===== config.mk =====
export PLATFORM = sky130hd
export DESIGN_NAME = mult_share_arb
export DESIGN_NICKNAME = d
export VERILOG_FILES = /design/src/rtl/mult_arb_pkg.sv /design/src/rtl/mult_core.sv /design/src/rtl/mult_share_arb.sv
export SDC_FILE = /design/constraint.sdc
export NUM_CORES = 1
export LEC_CHECK = 0
export ABC_CLOCK_PERIOD_IN_PS = 7600
export CELL_PAD_IN_SITES_DETAIL_PLACEMENT = 0
export CELL_PAD_IN_SITES_GLOBAL_PLACEMENT = 2
export CORE_ASPECT_RATIO = 0.6
export CORE_MARGIN = 3
export CORE_UTILIZATION = 29
export CTS_BUF_LIST = sky130_fd_sc_hd__clkbuf_8
export CTS_CLUSTER_DIAMETER = 60
export DETAILED_ROUTE_END_ITERATION = 6
export PLACE_DENSITY = 0.77
export SLEW_MARGIN = 40
export SYNTH_ARGS = -nofsm -noshare
export SYNTH_HDL_FRONTEND = slang
export SYNTH_SLANG_ARGS = --single-unit

===== constraint.sdc =====
create_clock -name clk -period 7.6 [get_ports clk]
set_input_delay 1.52 -clock clk [delete_from_list [all_inputs] [get_ports clk]]
set_output_delay 1.52 -clock clk [all_outputs]
set_load 0.02 [all_outputs]

===== src/rtl/mult_arb_pkg.sv =====
`default_nettype none
// ============================================================================
// Module   : mult_arb_pkg
// Purpose  : Shared types, default widths and the exact fixed-point
//            multiply-and-shift reference for the shared multiplier arbiter.
// Contents : DEF_IN_W / DEF_OUT_W / DEF_SHIFT_WIDTH  default widths
//            operand_t, result_t, product_t          signed data types
//            fx_mul_shift(a, b)                      exact (a*b) >>> shift
// Revision : 1.0  initial release
// ============================================================================
package mult_arb_pkg;

  localparam int DEF_IN_W        = 16;
  localparam int DEF_OUT_W       = 32;
  localparam int DEF_SHIFT_WIDTH = 8;
  localparam int DEF_PROD_W      = 2 * DEF_IN_W;

  typedef logic signed [DEF_IN_W-1:0]   operand_t;
  typedef logic signed [DEF_OUT_W-1:0]  result_t;
  typedef logic signed [DEF_PROD_W-1:0] product_t;

  // Full-precision signed product, arithmetic shift (floors toward -inf),
  // then keep the low DEF_OUT_W bits.
  function automatic result_t fx_mul_shift(input operand_t a, input operand_t b);
    product_t prod;
    prod = product_t'(a) * product_t'(b);
    return result_t'(prod >>> DEF_SHIFT_WIDTH);
  endfunction

endpackage
`default_nettype wire


===== src/rtl/mult_core.sv =====
`default_nettype none
// ============================================================================
// Module   : mult_core
// Purpose  : Combinational signed fixed-point multiplier with arithmetic
//            right shift. APPROX=0 gives the exact result; APPROX=1 uses a
//            truncated-operand sign-magnitude approximation.
// Ports    : a_i  in  IN_W   signed operand A
//            b_i  in  IN_W   signed operand B
//            p_o  out OUT_W  (A*B) >>> SHIFT_WIDTH, low OUT_W bits
// Revision : 1.0  initial release
// ============================================================================
module mult_core
  import mult_arb_pkg::*;
#(
  parameter int IN_W        = DEF_IN_W,
  parameter int OUT_W       = DEF_OUT_W,
  parameter int SHIFT_WIDTH = DEF_SHIFT_WIDTH,
  parameter int APPROX      = 1
) (
  input  logic signed [IN_W-1:0]  a_i,
  input  logic signed [IN_W-1:0]  b_i,
  output logic signed [OUT_W-1:0] p_o
);

  localparam int c_prod_w = 2 * IN_W;
  // Working width wide enough for both the full product and the result.
  localparam int c_ext_w  = (c_prod_w > OUT_W) ? c_prod_w : OUT_W;
  // Number of operand LSBs discarded by the approximate datapath.
  localparam int c_drop   = 4;

  if (APPROX == 0) begin : g_exact
    if (IN_W == DEF_IN_W && OUT_W == DEF_OUT_W && SHIFT_WIDTH == DEF_SHIFT_WIDTH) begin : g_pkg
      assign p_o = fx_mul_shift(a_i, b_i);
    end else begin : g_generic
      logic signed [c_ext_w-1:0] w_prod;
      // Size casts keep signedness, so operands are sign-extended first.
      assign w_prod = c_ext_w'(a_i) * c_ext_w'(b_i);
      assign p_o    = OUT_W'(w_prod >>> SHIFT_WIDTH);
    end
  end else begin : g_approx
    localparam logic [IN_W-1:0] c_keep = ~IN_W'((1 << c_drop) - 1);

    logic                      w_neg;
    logic [IN_W-1:0]           w_mag_a;
    logic [IN_W-1:0]           w_mag_b;
    logic [c_prod_w-1:0]       w_mag_p;
    logic signed [c_ext_w-1:0] w_sprod;

    // Magnitude of the most negative value still fits as unsigned IN_W bits.
    assign w_neg   = a_i[IN_W-1] ^ b_i[IN_W-1];
    assign w_mag_a = (a_i[IN_W-1] ? -a_i : a_i) & c_keep;
    assign w_mag_b = (b_i[IN_W-1] ? -b_i : b_i) & c_keep;
    assign w_mag_p = c_prod_w'(w_mag_a) * c_prod_w'(w_mag_b);
    assign w_sprod = w_neg ? -c_ext_w'($signed(w_mag_p)) : c_ext_w'($signed(w_mag_p));
    assign p_o     = OUT_W'(w_sprod >>> SHIFT_WIDTH);
  end

endmodule
`default_nettype wire


===== src/rtl/mult_share_arb.sv =====
`default_nettype none
// ============================================================================
// Module   : mult_share_arb
// Purpose  : Round-robin arbiter time-sharing one signed fixed-point
//            multiplier among NREQ requesters. Two-stage pipeline:
//            S1 registers the granted operands, S2 registers the shifted
//            product and drives the backpressured output port.
// Ports    : clk        in  1          clock
//            rst        in  1          synchronous active-high reset
//            req_valid  in  NREQ       per-requester operand valid
//            req_a      in  NREQ*IN_W  packed signed operand A
//            req_b      in  NREQ*IN_W  packed signed operand B
//            req_ready  out NREQ       one-hot (or zero) accept
//            out_valid  out 1          result valid
//            out_ready  in  1          downstream accept
//            out_data   out OUT_W      shifted signed product
//            out_id     out ID_W       originating requester index
//            busy       out 1          either stage holds data
//            xfer_cnt   out 32         accepted-request count (wraps)
// Revision : 1.0  initial release
// ============================================================================
module mult_share_arb
  import mult_arb_pkg::*;
#(
  parameter int NREQ        = 4,
  parameter int IN_W        = DEF_IN_W,
  parameter int OUT_W       = DEF_OUT_W,
  parameter int SHIFT_WIDTH = DEF_SHIFT_WIDTH,
  parameter int APPROX      = 1,
  parameter int ID_W        = $clog2(NREQ)
) (
  input  logic                   clk,
  input  logic                   rst,
  input  logic [NREQ-1:0]        req_valid,
  input  logic [NREQ*IN_W-1:0]   req_a,
  input  logic [NREQ*IN_W-1:0]   req_b,
  output logic [NREQ-1:0]        req_ready,
  output logic                   out_valid,
  input  logic                   out_ready,
  output logic [OUT_W-1:0]       out_data,
  output logic [ID_W-1:0]        out_id,
  output logic                   busy,
  output logic [31:0]            xfer_cnt
);

  // --------------------------------------------------------------------------
  // Pipeline and arbitration state
  // --------------------------------------------------------------------------
  logic                    v1_q,    v1_d;
  logic signed [IN_W-1:0]  a1_q,    a1_d;
  logic signed [IN_W-1:0]  b1_q,    b1_d;
  logic [ID_W-1:0]         id1_q,   id1_d;
  logic                    v2_q,    v2_d;
  logic [OUT_W-1:0]        data2_q, data2_d;
  logic [ID_W-1:0]         id2_q,   id2_d;
  logic [ID_W-1:0]         ptr_q,   ptr_d;
  logic [31:0]             cnt_q,   cnt_d;

  logic                    w_adv1;
  logic                    w_adv2;
  logic                    w_found;
  logic                    w_accept;
  logic [NREQ-1:0]         w_grant;
  logic [ID_W-1:0]         w_gnt_idx;
  logic [ID_W-1:0]         w_scan;
  logic signed [IN_W-1:0]  w_sel_a;
  logic signed [IN_W-1:0]  w_sel_b;
  logic signed [OUT_W-1:0] w_prod;

  // S2 frees up when empty or being drained; S1 frees up when empty or
  // when it can move into S2.
  assign w_adv2 = ~v2_q | out_ready;
  assign w_adv1 = ~v1_q | w_adv2;

  // --------------------------------------------------------------------------
  // Round-robin grant: first valid requester at or after ptr, wrapping.
  // --------------------------------------------------------------------------
  always_comb begin
    w_grant   = '0;
    w_gnt_idx = '0;
    w_found   = 1'b0;
    w_scan    = '0;
    for (int k = 0; k < NREQ; k++) begin
      w_scan = ID_W'((int'(ptr_q) + k) % NREQ);
      if (!w_found && req_valid[w_scan]) begin
        w_found         = 1'b1;
        w_grant[w_scan] = 1'b1;
        w_gnt_idx       = w_scan;
      end
    end
  end

  // Reset gates ready so nothing is accepted in the reset cycle.
  assign w_accept  = w_found & w_adv1 & ~rst;
  assign req_ready = w_grant & {NREQ{w_adv1 & ~rst}};

  // Operand mux driven by the one-hot grant.
  always_comb begin
    w_sel_a = '0;
    w_sel_b = '0;
    for (int i = 0; i < NREQ; i++) begin
      if (w_grant[i]) begin
        w_sel_a = req_a[i*IN_W +: IN_W];
        w_sel_b = req_b[i*IN_W +: IN_W];
      end
    end
  end

  // --------------------------------------------------------------------------
  // Shared multiplier between S1 and S2
  // --------------------------------------------------------------------------
  mult_core #(
    .IN_W        (IN_W),
    .OUT_W       (OUT_W),
    .SHIFT_WIDTH (SHIFT_WIDTH),
    .APPROX      (APPROX)
  ) u_core (
    .a_i (a1_q),
    .b_i (b1_q),
    .p_o (w_prod)
  );

  // --------------------------------------------------------------------------
  // Next-state logic
  // --------------------------------------------------------------------------
  always_comb begin
    v1_d    = v1_q;
    a1_d    = a1_q;
    b1_d    = b1_q;
    id1_d   = id1_q;
    v2_d    = v2_q;
    data2_d = data2_q;
    id2_d   = id2_q;
    ptr_d   = ptr_q;
    cnt_d   = cnt_q;

    if (w_adv2) begin
      // An empty S1 moving forward leaves a bubble in S2.
      v2_d = v1_q;
      if (v1_q) begin
        data2_d = w_prod;
        id2_d   = id1_q;
      end
    end

    if (w_adv1) begin
      v1_d = w_accept;
      if (w_accept) begin
        a1_d  = w_sel_a;
        b1_d  = w_sel_b;
        id1_d = w_gnt_idx;
        ptr_d = (w_gnt_idx == ID_W'(NREQ - 1)) ? '0 : w_gnt_idx + ID_W'(1);
        cnt_d = cnt_q + 32'd1;
      end
    end
  end

  // --------------------------------------------------------------------------
  // State registers
  // --------------------------------------------------------------------------
  always_ff @(posedge clk) begin
    if (rst) begin
      v1_q    <= 1'b0;
      a1_q    <= '0;
      b1_q    <= '0;
      id1_q   <= '0;
      v2_q    <= 1'b0;
      data2_q <= '0;
      id2_q   <= '0;
      ptr_q   <= '0;
      cnt_q   <= '0;
    end else begin
      v1_q    <= v1_d;
      a1_q    <= a1_d;
      b1_q    <= b1_d;
      id1_q   <= id1_d;
      v2_q    <= v2_d;
      data2_q <= data2_d;
      id2_q   <= id2_d;
      ptr_q   <= ptr_d;
      cnt_q   <= cnt_d;
    end
  end

  assign out_valid = v2_q;
  assign out_data  = data2_q;
  assign out_id    = id2_q;
  assign busy      = v1_q | v2_q;
  assign xfer_cnt  = cnt_q;

endmodule
`default_nettype wire


**After elaboration in Yosys (flattened, before gate mapping)**

Index checks and enable logic that the tools add are counted.
Widths: inputs -> output; s select.

- Word-level logic and storage cells: 93
- Register bits: 96
- Input bits: 135
- Output and inout port bits: 72

- $mul: 1
- Equal/unequal tests: 1
- Multiplexer cells: 40
- Magnitude comparators: 8
- Bitwise gates (word level): 14
- Add/sub/neg operators: 8
- Reduce and logical (&&, ||, !) cells: 12

Operators by type and width:

| cell | count |
|---|---|
| $mux 16 | 10 |
| $add 32x1->32 const B | 1 |
| $mux 32 | 1 |
| $neg 16->16 | 2 |
| $neg 32->32 | 1 |
| $mul 12x12->24 | 1 |
| $mux 4 | 4 |
| $lt 2x3->1 const B | 4 |
| $mux 1 | 12 |
| $or 4x4->4 | 3 |
| $mux 2 | 5 |
| $bmux 1 s2 | 4 |
| $demux 1 s2 | 4 |
| $ge 2x1->1 const B | 4 |
| $logic_and 1x1->1 | 7 |
| $add 2x1->2 const B | 2 |
| $add 2x2->2 const B | 2 |
| $and 4x4->4 | 1 |
| $reduce_and 2->1 | 2 |
| $and 1x1->1 | 3 |
| $logic_not 1->1 | 3 |
| $not 1->1 | 3 |
| $or 1x1->1 | 3 |
| $eq 2x2->1 const B | 1 |
| $xor 1x1->1 | 1 |

**Logic depth before layout (Yosys ltp)**

- Depth in word-level cells: 16
- Depth in mapped cells: 29
- Gate-level depth less buffers: 27

**Modules after synthesis**

Synthesis repeated with hierarchy kept, for this count alone.

- Cell total of the unflattened synthesis: 1454
- Area total of the unflattened synthesis: 11742.5 µm²

Modules (own cells, without submodules):

| module | area each (µm²) | cells an instance | instances | sequential area each (µm²) |
|---|---|---|---|---|
| mult_core | 5878.1 | 729 | 1 | 0.0 |
| mult_share_arb | 5864.4 | 725 | 1 | 2082.0 |

**Worst setup path after synthesis**

OpenSTA, ideal clock, no wires.

- Kind: reg2reg
- Start point: register a1_q[0]
- End point: register data2_q[21] (netlist: out_data[21])
- Library setup time: 0.117 ns
- Buffers on the path: 2
- Setup slack: -0.146 ns
- Data arrival time: 7.629 ns
- Stages on the path, launching flop included: 29
- Data required time: 7.483 ns
- Period minus slack after synthesis: 7.746 ns
- Path through: dfxtp_1 or4_1 or3_1 or4_4 nor4_4 nand2b_2 nand2_1 xnor2_1 clkbuf_1 nand2_1 fa_1 inv_1 fa_1 fa_1 fa_1 inv_1 fa_1 inv_1 ha_1 clkbuf_1 a21oi_1 nand2_1 o311a_1 a2111oi_1 or4_1 nand3_1 o41ai_1 mux2i_1 nand2_1

- Longest elaborated chain between the ends: 5

RTL lines:

| element | RTL line | text |
|---|---|---|
| start: declaration | mult_share_arb.sv:50 | `logic signed [IN_W-1:0] a1_q, a1_d;` |
| start signal: assignment | mult_share_arb.sv:164 | `a1_q <= '0;` |
| start signal: assignment | mult_share_arb.sv:174 | `a1_q <= a1_d;` |
| $neg 16->16 * | mult_core.sv:51 | `assign w_mag_a = (a_i[IN_W-1] ? -a_i : a_i) & c_keep;` |
| $mux 16 * | mult_core.sv:51 |  |
| $mul 12x12->24 * | mult_core.sv:53 | `assign w_mag_p = c_prod_w'(w_mag_a) * c_prod_w'(w_mag_b);` |
| $neg 32->32 | mult_core.sv:54 | `assign w_sprod = w_neg ? -c_ext_w'($signed(w_mag_p)) : c_ext_w'($signed(w_mag_p));` |
| $mux 32 * | mult_core.sv:54 |  |
| end signal: assignment | mult_share_arb.sv:178 | `data2_q <= data2_d;` |
| end: declaration | mult_share_arb.sv:54 | `logic [OUT_W-1:0] data2_q, data2_d;` |

Every way passes the cells marked *; elsewhere a longest branch is shown, timed or not.
A chain may end at the register's enable or synchronous reset.

**Worst setup path in the final report**

- Start point: register b1_q[0]
- End point: register out_data[23] (netlist name)

- Longest elaborated chain between the ends: 5

RTL lines:

| element | RTL line | text |
|---|---|---|
| start: declaration | mult_share_arb.sv:51 | `logic signed [IN_W-1:0] b1_q, b1_d;` |
| start signal: assignment | mult_share_arb.sv:165 | `b1_q <= '0;` |
| start signal: assignment | mult_share_arb.sv:175 | `b1_q <= b1_d;` |
| $neg 16->16 * | mult_core.sv:52 | `assign w_mag_b = (b_i[IN_W-1] ? -b_i : b_i) & c_keep;` |
| $mux 16 * | mult_core.sv:52 |  |
| $mul 12x12->24 * | mult_core.sv:53 |  |
| $neg 32->32 | mult_core.sv:54 |  |
| $mux 32 * | mult_core.sv:54 |  |

Marks and branches as above.

==> summary.md <==
| Metric | Value |
|---|---|
| Cell family with the largest share of critical-path delay | simple AND/OR/NAND/NOR gates |
| Final setup TNS | -0.361 ns |
| Worst skew pair latency | 0.42 ns |
| Slew margin rel. | 27.7% |
| Crit path buf inv count | 5 |
| R2r startpoint | b1_q[0] |
| CTS buffer count | 9 |
| Worst-path clk slew | 0.11 ns |
| Routed len/inst | 17.7 microns |
| Util after Layout | 42.0% |
| Reg-to-reg slack, setup | -0.13 ns |
| # DRC | 0 |
| Netlist cell types | 78 |
| Crit start category | flip-flop |
| WHS Path Cells | 2 |
| CTS Buffer Depth | 2 |
| Clock Skew | 0.0243 ns |
| Filler cells | 3716 |
| Status | complete, but fails checks |
| Mapped Area | 10800 sq um |
| CTS tree | built |
| Worst Path Required | 7.91 ns |
| R2r endpoint | out_data[23] |
| Largest net degree at the start of global routing | 72 |
| Post-DRT Antenna Nets | 0 |
| Clk root buf | clkbuf_8 |
| Synth warn | 0 |
| Worst path slowest cell | fa_1 |
| Tcrit/Tclk final | 102% |
| Share of post-route cells with drive strength above 1 | 19.4% |
| Syn Area/Cell | 8.22 sq um |
| Post-synth EDFFs | 0 |
| Top-area cell type share of the netlist area | 18.5% |
| Die height | 156 microns |
| Initial drt markers | 652 |
| Cell area after layout | 15300 sq um |
| Net Count, Synth | 1619 |
| Final wirelength | 37300 microns |
| Crit path kind | flip-flop to flip-flop |
| Most frequent cell after synthesis | nand2_1 |
| I/O pin total | 207 |
| Failing checks | setup timing |
| Crit path from | b1_q[0] |
| FFs w/ async S/R, synth | 0% |
| HP Start | id1_q[1] |
| Worst Hold Endpoint | out_id[1] |
| Core area | 36600 sq um |
| RSZ-0062 raised after global routing | true |
| 1st-pass router iterations | 5 |
| Area Overhead vs Synth | 42.0% |
| Synth Register Bits | 96 |
| Final number of setup-violating endpoints | 6 |
| Hold buffers post-CTS | 0 |
| Vias | 10400 |
| Placer Congestion | 0.893 |
| Rows | 54 |
| Critical Path Fanout Max | 6 |
| Multi-input gate area | 8770 sq um |
| Max-slew violation count | 0 |
| Initial antenna violation count | 0 |
| Die Wd | 255 microns |
| Die area | 39700 sq um |
| Max Cap Viol | 0 |
| Setup WS post-layout | -0.135 ns |
| Hpwl dp | 30200 microns |
| Sequential share of the synthesized area | 17.8% |
| Grt ovf | 0 |
| Worst-Margin Slew | 1.06 ns |
| Worst EP arrival | 8.05 ns |
| Largest stage delay, worst path | 0.57 ns |
| CP endpoint kind | flip-flop |
| Hold Vio Cnt, Final | 0 |
| DP Worst Slack | -0.426 ns |
| FF/Latch Area | 1920 sq um |
| Vias in the first global route | 10200 |
| Synth top area cells | fa_1 19%, dfxtp_1 18%, ha_1 8.0%, nand2_1 6.3%, nor2_1 5.1% |
| DR vias/cell | 4.92 |
| Antenna diodes | 0 |
| Cell taking the most area after synthesis | fa_1 |
| Post-place instance area | 14300 sq um |
| Post-Synthesis Cells | 1315 |
| First-pass GRT wire length | 58900 microns |
| Max frequency | 129 MHz |
| Main synth FF type | dfxtp_1 |
| Initial Util | 29.6% |
| Hold WC Path Type | flip-flop to flip-flop |
| IO buf count | 206 |
| Clock sinks | 96 |
| Nets@finish | 1910 |
| Gr usage total | 18.9% |
| Min cycle time layout | 7.73 ns |
| # H-tree levels | 3 |
| Reg2Reg Depth | 27 |
| Worst path most repeated cell | fa_1 |
| Synth cell count leaders | 180 x nand2_1, 148 x nor2_1, 143 x inv_1, 100 x fa_1, 96 x dfxtp_1 |
## cells in the final DEF (no fill, tap or decap), types with 31 or more instances in the layout
cell / count
buf_4: 140
nor2_1: 143
a21oi_1: 31
clkdlybuf4s50_1: 205
xnor2_1: 34
xor2_1: 39
ha_1: 61
o211ai_1: 35
fa_1: 95
inv_1: 138
nand2_1: 174
a221o_1: 35
a311oi_1: 33
dfxtp_1: 95
## sequential cells by signal (all words and copies together), names as in the netlist, named ones only
name / flops
xfer_cnt: 32
out_data: 24
a1_q: 16
b1_q: 16
id1_q: 2
out_id: 2
out_valid: 1
ptr_q: 1
v1_q: 1
## how the worst max path moves through the flow
stage	endpoint	slack [ns]	cells after the start
2_1_floorplan	out_data[21]	-0.009	25
3_3_place_gp	out_data[23]	-0.25	24
3_5_place_dp	out_data[23]	-0.43	25
4_1_cts	out_data[23]	-0.14	27
5_1_grt	out_data[23]	-0.36	27
6_report	out_data[23]	-0.13	27
## area by class of cell
class                           instances  share of cell area (%)
Multi-Input combinational cell        998                    57.2
Timing Repair Buffer                  358                    21.4
Sequential cell                        96                    12.5
Tap cell                              504                    4.11
Inverter                              143                    3.50
Clock buffer                            9                   0.807
Clock inverter                          7                   0.424
## stage by stage
stage | hold WS (ns) | instances
floorplan | 0.431 | 1315
global placement | 0.441 | 2080
detailed placement | 0.444 | 2080
CTS | 0.459 | 2109
global route | 0.494 | 2115
finish | 0.454 | 2115
## worst min-delay path: stages, from the launching register on
cell and delay, ns:
dfxtp_1 0.32, nand2_1 0.05, a21oi_1 0.05
## logic make-up after synthesis
group / Yosys count / synth area share, %
adders and majority gates: 169 / 26.5
buffers and inverters: 221 / 8.16
DFF: 96 / 17.8
muxes: 9 / 1.07
xor gates and xnor gates: 94 / 7.62
and+or+nand+nor: 466 / 20.3
AOI/OAI and AO/OA: 260 / 18.5
## repair_timing
item                                    in CTS  in global routing
hold endpoints to repair                     0                  0
gates resized for setup                     82                 51
endpoints found under the setup margin      10                 13
pin swaps                                   69                 46
buffers inserted                            13                  5
## routing by layer
metal	track usage (%)	share of wire (%)
met1	29.8	53
met2	26.4	41
met3	4.34	5.5
met4	2.49	0.74
met5	0	0
Power is not shown: default switching activity piles up to over one toggle a cycle in this logic, so the estimate is an artifact.
